==> src/rtl/multi_event_counter.sv <==
`default_nettype none
// ============================================================================
// Module      : multi_event_counter
// Description : NCH-channel event counter with per-channel prescale divisor,
//               wrap/saturate mode, sticky overflow and one-cycle step ticks.
// Revision    : 1.0 - initial release
// ============================================================================
module multi_event_counter #(
    parameter int WIDTH = 64,
    parameter int NCH   = 4,
    parameter int SELW  = 2,
    parameter int PREW  = 2
) (
    input  logic                   Clk,
    input  logic                   Reset_n,
    input  logic                   En,
    input  logic [SELW-1:0]        Slt,
    input  logic                   Clr,
    input  logic                   Cfg_we,
    input  logic [SELW-1:0]        Cfg_ch,
    input  logic [PREW-1:0]        Cfg_div,
    input  logic                   Cfg_sat,
    output logic [NCH*WIDTH-1:0]   Count,
    output logic [NCH-1:0]         Ovf,
    output logic [NCH-1:0]         Tick
);

    genvar i;
    generate
        for (i = 0; i < NCH; i = i + 1) begin : g_ch
            localparam logic [SELW-1:0] C_ID = SELW'(i);

            logic [WIDTH-1:0] r_cnt;
            logic [PREW-1:0]  r_pre;
            logic [PREW-1:0]  r_div;
            logic             r_sat;
            logic             r_ovf;
            logic             r_tick;

            logic w_cfg_hit;
            logic w_clr_hit;
            logic w_ev_hit;
            logic w_pre_done;
            logic w_at_max;

            // Out-of-range selects never match any C_ID, so they are ignored.
            assign w_cfg_hit  = Cfg_we && (Cfg_ch == C_ID);
            assign w_clr_hit  = Clr && (Slt == C_ID);
            assign w_ev_hit   = En && (Slt == C_ID) && !w_clr_hit && !w_cfg_hit;
            assign w_pre_done = (r_pre == r_div);
            assign w_at_max   = &r_cnt;

            always_ff @(posedge Clk) begin
                if (!Reset_n) begin
                    r_cnt  <= '0;
                    r_pre  <= '0;
                    r_div  <= '0;
                    r_sat  <= 1'b0;
                    r_ovf  <= 1'b0;
                    r_tick <= 1'b0;
                end else begin
                    r_tick <= 1'b0;
                    if (w_cfg_hit) begin
                        r_div <= Cfg_div;
                        r_sat <= Cfg_sat;
                        r_pre <= '0;
                    end
                    // A config write to the same channel does not block a clear.
                    if (w_clr_hit) begin
                        r_cnt <= '0;
                        r_pre <= '0;
                        r_ovf <= 1'b0;
                    end else if (w_ev_hit) begin
                        if (w_pre_done) begin
                            r_pre <= '0;
                            if (w_at_max) begin
                                r_ovf <= 1'b1;
                                if (!r_sat) begin
                                    r_cnt  <= '0;
                                    r_tick <= 1'b1;
                                end
                            end else begin
                                r_cnt  <= r_cnt + WIDTH'(1);
                                r_tick <= 1'b1;
                            end
                        end else begin
                            r_pre <= r_pre + PREW'(1);
                        end
                    end
                end
            end

            assign Count[i*WIDTH +: WIDTH] = r_cnt;
            assign Ovf[i]                  = r_ovf;
            assign Tick[i]                 = r_tick;
        end
    endgenerate

endmodule
`default_nettype wire

==> config.mk <==
export PLATFORM = sky130hd
export DESIGN_NAME = multi_event_counter
export DESIGN_NICKNAME = d
export VERILOG_FILES = /design/src/rtl/multi_event_counter.sv
export SDC_FILE = /design/constraint.sdc
export NUM_CORES = 1
export LEC_CHECK = 0
export ABC_AREA = 1
export CELL_PAD_IN_SITES_DETAIL_PLACEMENT = 1
export CELL_PAD_IN_SITES_GLOBAL_PLACEMENT = 2
export CORE_MARGIN = 1
export CORE_UTILIZATION = 31
export CTS_BUF_LIST = sky130_fd_sc_hd__clkbuf_4 sky130_fd_sc_hd__clkbuf_8
export DETAILED_ROUTE_END_ITERATION = 8
export PLACE_DENSITY = 0.93
export SLEW_MARGIN = 20
export SYNTH_ARGS = -nofsm -noshare
export SYNTH_HDL_FRONTEND = slang
export SYNTH_SLANG_ARGS = --single-unit
==> constraint.sdc <==
create_clock -name Clk -period 4.5 [get_ports Clk]
set_input_delay 0.9 -clock Clk [delete_from_list [all_inputs] [get_ports Clk]]
set_output_delay 0.9 -clock Clk [all_outputs]
set_load 0.005 [all_outputs]
# Word level (Yosys, flattened, before mapping)
# Index checks and enable logic that the tools add are counted.
# Widths: inputs -> output; s select.
[op_classes]
n_addsub = 8
n_eq_ne = 14
muxes = 28
bitwise = 9
n_reduce_logical = 54
[op_table]
columns = ["cell", "count"]
rows = [
  ["$mux 64", 8],
  ["$reduce_and 66->1", 4],
  ["$add 64x1->64 const B", 4],
  ["$reduce_and 64->1", 4],
  ["$mux 2", 12],
  ["$logic_and 1x1->1", 20],
  ["$reduce_or 4->1", 4],
  ["$reduce_and 3->1", 4],
  ["$not 1->1", 9],
  ["$add 2x1->2 const B", 4],
  ["$eq 2x2->1", 4],
  ["$eq 2x2->1 const B", 4],
  ["$logic_not 1->1", 8],
  ["$mux 1", 8],
  ["$ne 2x2->1 const B", 4],
  ["$reduce_bool 2->1", 4],
  ["$reduce_or 2->1", 4],
  ["$eq 2x1->1 const B", 2],
  ["$logic_not 2->1", 2],
]
[totals]
register_bits = 284
out_inout_bits = 264
word_cells = 137

# Longest topological paths before layout
[logic_depth]
ltp_word = 7
depth_mapped = 14

# Worst setup path before layout
# No wires, ideal clock.
[synth_path]
path_type = "input-to-reg"
startpoint = "in En"
endpoint = "reg g_ch[1].r_cnt[26]"
t_arrival_ns = 2.193
required_ns = 4.390
setup_slack_ns = 2.197
path_stages = 10
path_buffers = 1
path_cell_list = "inv_1 -> nor2_2 -> nand3_1 -> nor2_1 -> nand4_1 -> nor2_1 -> buf_2 -> nand3_1 -> nand2_1 -> nor2_1"
[synth_between]
elab_chain_len = 4
[synth_rtl]
columns = ["element", "line_no", "rtl"]
rows = [
  ["from (decl)", "16", "input logic En,"],
  ["$logic_and 1x1->1 (3 in series)", "49", "assign w_ev_hit = En && (Slt == C_ID) && !w_clr_hit && !w_cfg_hit;"],
  ["$reduce_and 3->1 (no line)", "n/a", ""],
  ["to (signal assigned)", "83", "r_cnt <= r_cnt + WIDTH'(1);"],
  ["to (decl)", "33", "logic [WIDTH-1:0] r_cnt;"],
]
# No other way between the ends.
# A chain may end at the register's enable or synchronous reset.

# Final worst setup path
[layout_path]
startpoint = "reg g_ch[3].r_cnt[0]"
endpoint = "reg g_ch[3].r_cnt[18]"
[layout_between]
elab_chain_len = 3
[layout_rtl]
columns = ["element", "line_no"]
rows = [
  ["from (decl)", "33"],
  ["from (signal assigned)", "83"],
  ["branches (longest 3 deep; another with $add 64x1->64)", "n/a"],
]
# Parallel ways; which one is timed is not known.

==> results.yml <==
grt:
  grt_max_degree: 70
  grt_pass1_vias: 24600
  antenna_found_initial: 4
  grt-ovfl-total: 0
  grt_pass1_wl_microns: 139000
  grt.total_usage: 0.249
timing:
  rsz0062_at_grt: "false"
  slew_viol_final: 0
  worst_pin_slew_ns: 1.02
  finalSetupViolations: 0
  fin_skew_ns: 0.0293
  period_share: 0.710
  period_needed_ns: 3.19
  hold_viol_final: 0
  relSlewSlack: 0.317
  clock.fmax_mhz: 313
  tns_ns: 0
finish:
  fill_cells: 9204
  drive_gt1_frac: 0.0523
  multi_input_area_sq_mm: 0.0130
  finalNetCount: 4166
  regArea_sq_mm: 0.00569
  syn_to_final_growth_pct: 22.5
pwr:
  ir_worst_vdd_mv: 0.217
  total_power_mw: 5.86
  p_per_area_mw_per_mm2: 226
  cellLeakagePower_nw: 9.87
synth:
  synth_cell_types: 38
  synth_seq_cells: 284
  synth_top_area_frac: 0.268
  synth_largest_area_cell: "dfxtp_1"
  ys_top_cells_by_count: "1400 x nand2_1, 794 x nor2_1, 503 x inv_1"
  post-synth-top-count-cell: "nand2_1"
  syn_inst: 3896
  postSynthAreaPerCell_sq_um: 5.45
  synth_nets: 3912
  synth_area_leaders: "dfxtp_1 27%, nand2_1 25%, nor2_1 14%"
  synth_warnings: 0
  ys_seq_area_frac: 0.268
  synth_top_flop_cell: "dfxtp_1"
  syn_area_sq_mm: 0.0212
  async_reset_ff_frac: 0
  synth_edf_count: 0
worst_hold_path:
  worstHoldPathType: "flop to flop"
floorplan:
  core_area_sq_mm: 0.0674
  die_h_microns: 264
  initial_core_util: 0.315
  dieArea_sq_mm: 0.0695
  die-width_microns: 264
  row_count: 95
  io_pins: 276
routing:
  num_vias: 24800
  wl_per_cell_microns: 17.3
  avgViaCountPerCell: 4.90
  drtIter0Drc: 1428
  ant_nets: 0
  drc: 0
  drt-pass1-iter-count: 6
  postRouteWirelength_microns: 87400
job:
  cap_violations: 0
setup_path:
  arrival_ns: 3.78
  cp.required_ns: 5.08
  slowest_stage: "dfxtp_1"
  endpoint_kind: "flop"
  cp_max_fo: 51
  cp-start-kind: "flop"
  critPathKind: "flop to flop"
  path_cells: "ha_1 > nand2_2 > nor2_4 > nand2_2 > nor2_8 > nand2_4 > nor2_8 > nand2_4 > nand2_8 > nand2_1 > a21oi_1"
  critPathMaxStageDelay_ns: 0.54
place:
  routabilityCongestion: 0.927
  port_buffers: 275
  dp_hpwl_microns: 66200
clocking:
  cts_buffers: 59
  cts_hold_buf: 0
  cts_sinks: 284
  htree_levels: 2
  clk_latency_ns: 0.67
  cts_resized: 0
  cts-root-buf: "clkbuf_8"
  clk_path_buf_depth: 3
  cts_setup_buffers: 0
  cts_tree: "yes"
  clk_pin_slew_ns: 0.06
status:
  status: "finished clean"
-- worst max-delay path: cells and delay by family (launching register included) --
family          cells  cell delay, ns
flops               1            0.54
compound gates      1            0.15
fa+ha+maj           1            0.35
simple gates        9            2.02
-- cell type report --
class | count | share of cell area
antenna | 1 | 0.0000963
clock buffer | 96 | 0.0470
clock inverter | 4 | 0.00270
inverter | 516 | 0.0746
multi-input combinational | 2988 | 0.501
sequential | 284 | 0.219
tap | 873 | 0.0420
timing repair buffer | 301 | 0.113
-- worst paths after layout --
check | start | to | depth (start not counted) | slack [ns]
worst max-delay path | g_ch[3].r_cnt[0] | g_ch[3].r_cnt[18] | 11 | 1.31
worst min-delay path | g_ch[0].r_pre[1] | g_ch[0].r_pre[1] | 1 | 0.45
worst max register to register | g_ch[3].r_cnt[0] | g_ch[3].r_cnt[18] | 11 | 1.31
worst min register to register | g_ch[0].r_pre[1] | g_ch[0].r_pre[1] | 1 | 0.45
-- flip-flops by register name, indices dropped and copies added (netlist names) --
register	cells
g_ch.r_cnt	256
g_ch.r_div	8
g_ch.r_pre	8
g_ch.r_sat	4
g_ch.r_tick	4
g_ch.r_ovf	4
-- per-stage QoR --
stage	setup WS [ns]	std cells	hold slack, ns	cell area, sq um	utilization
CTS	1.26	5062	0.462	26000	0.385
finish	1.31	5063	0.454	26000	0.385
global route	1.01	5063	0.495	26000	0.385
floorplan	2.20	3896	0.429	21200	-
global placement	0.860	4962	0.446	24700	0.366
detailed placement	0.692	4962	0.454	24700	0.366
-- routing by layer --
metal	share of wire	routed length, microns	up-vias	GRT usage
met5	0.00044	38	-	0
met4	0.027	2330	6	0.0754
met3	0.048	4150	134	0.0347
met2	0.45	39400	520	0.409
met1	0.47	41400	11700	0.336
li1	-	-	12400	-
-- cells by family after synthesis --
| family | Yosys count | share of synthesized area |
|---|---|---|
| adders and majority gates | 4 | 0.00236 |
| xor gates and xnor gates | 57 | 0.0235 |
| buffers and inverters | 624 | 0.119 |
| AOI/OAI and AO/OA | 181 | 0.0455 |
| DFF | 284 | 0.268 |
| and+or+nand+nor | 2746 | 0.541 |
-- where the power goes --
group	internal, mW	total [mW]	switching [mW]
registers	2.52	2.53	0.00857
clock network	1.80	3.11	1.31
logic	0.0553	0.226	0.170
total	4.38	5.86	1.49
-- placed cells by master (no fill, tap or decap), types with 16 or more instances in the layout --
cell type and n:
nand2_1 1400, nand2_2 22, a21oi_1 122, clkdlybuf4s50_1 275, nand3_1 336, nand3b_1 33, buf_4 26, nand4_1 59
o21ai_0 36, nor2_2 19, nor2_1 794, xnor2_1 28, inv_1 503, clkbuf_4 16, dfxtp_1 284, nor3_1 30
xor2_1 29, clkbuf_8 80
Power figures use the tool's default switching activity.
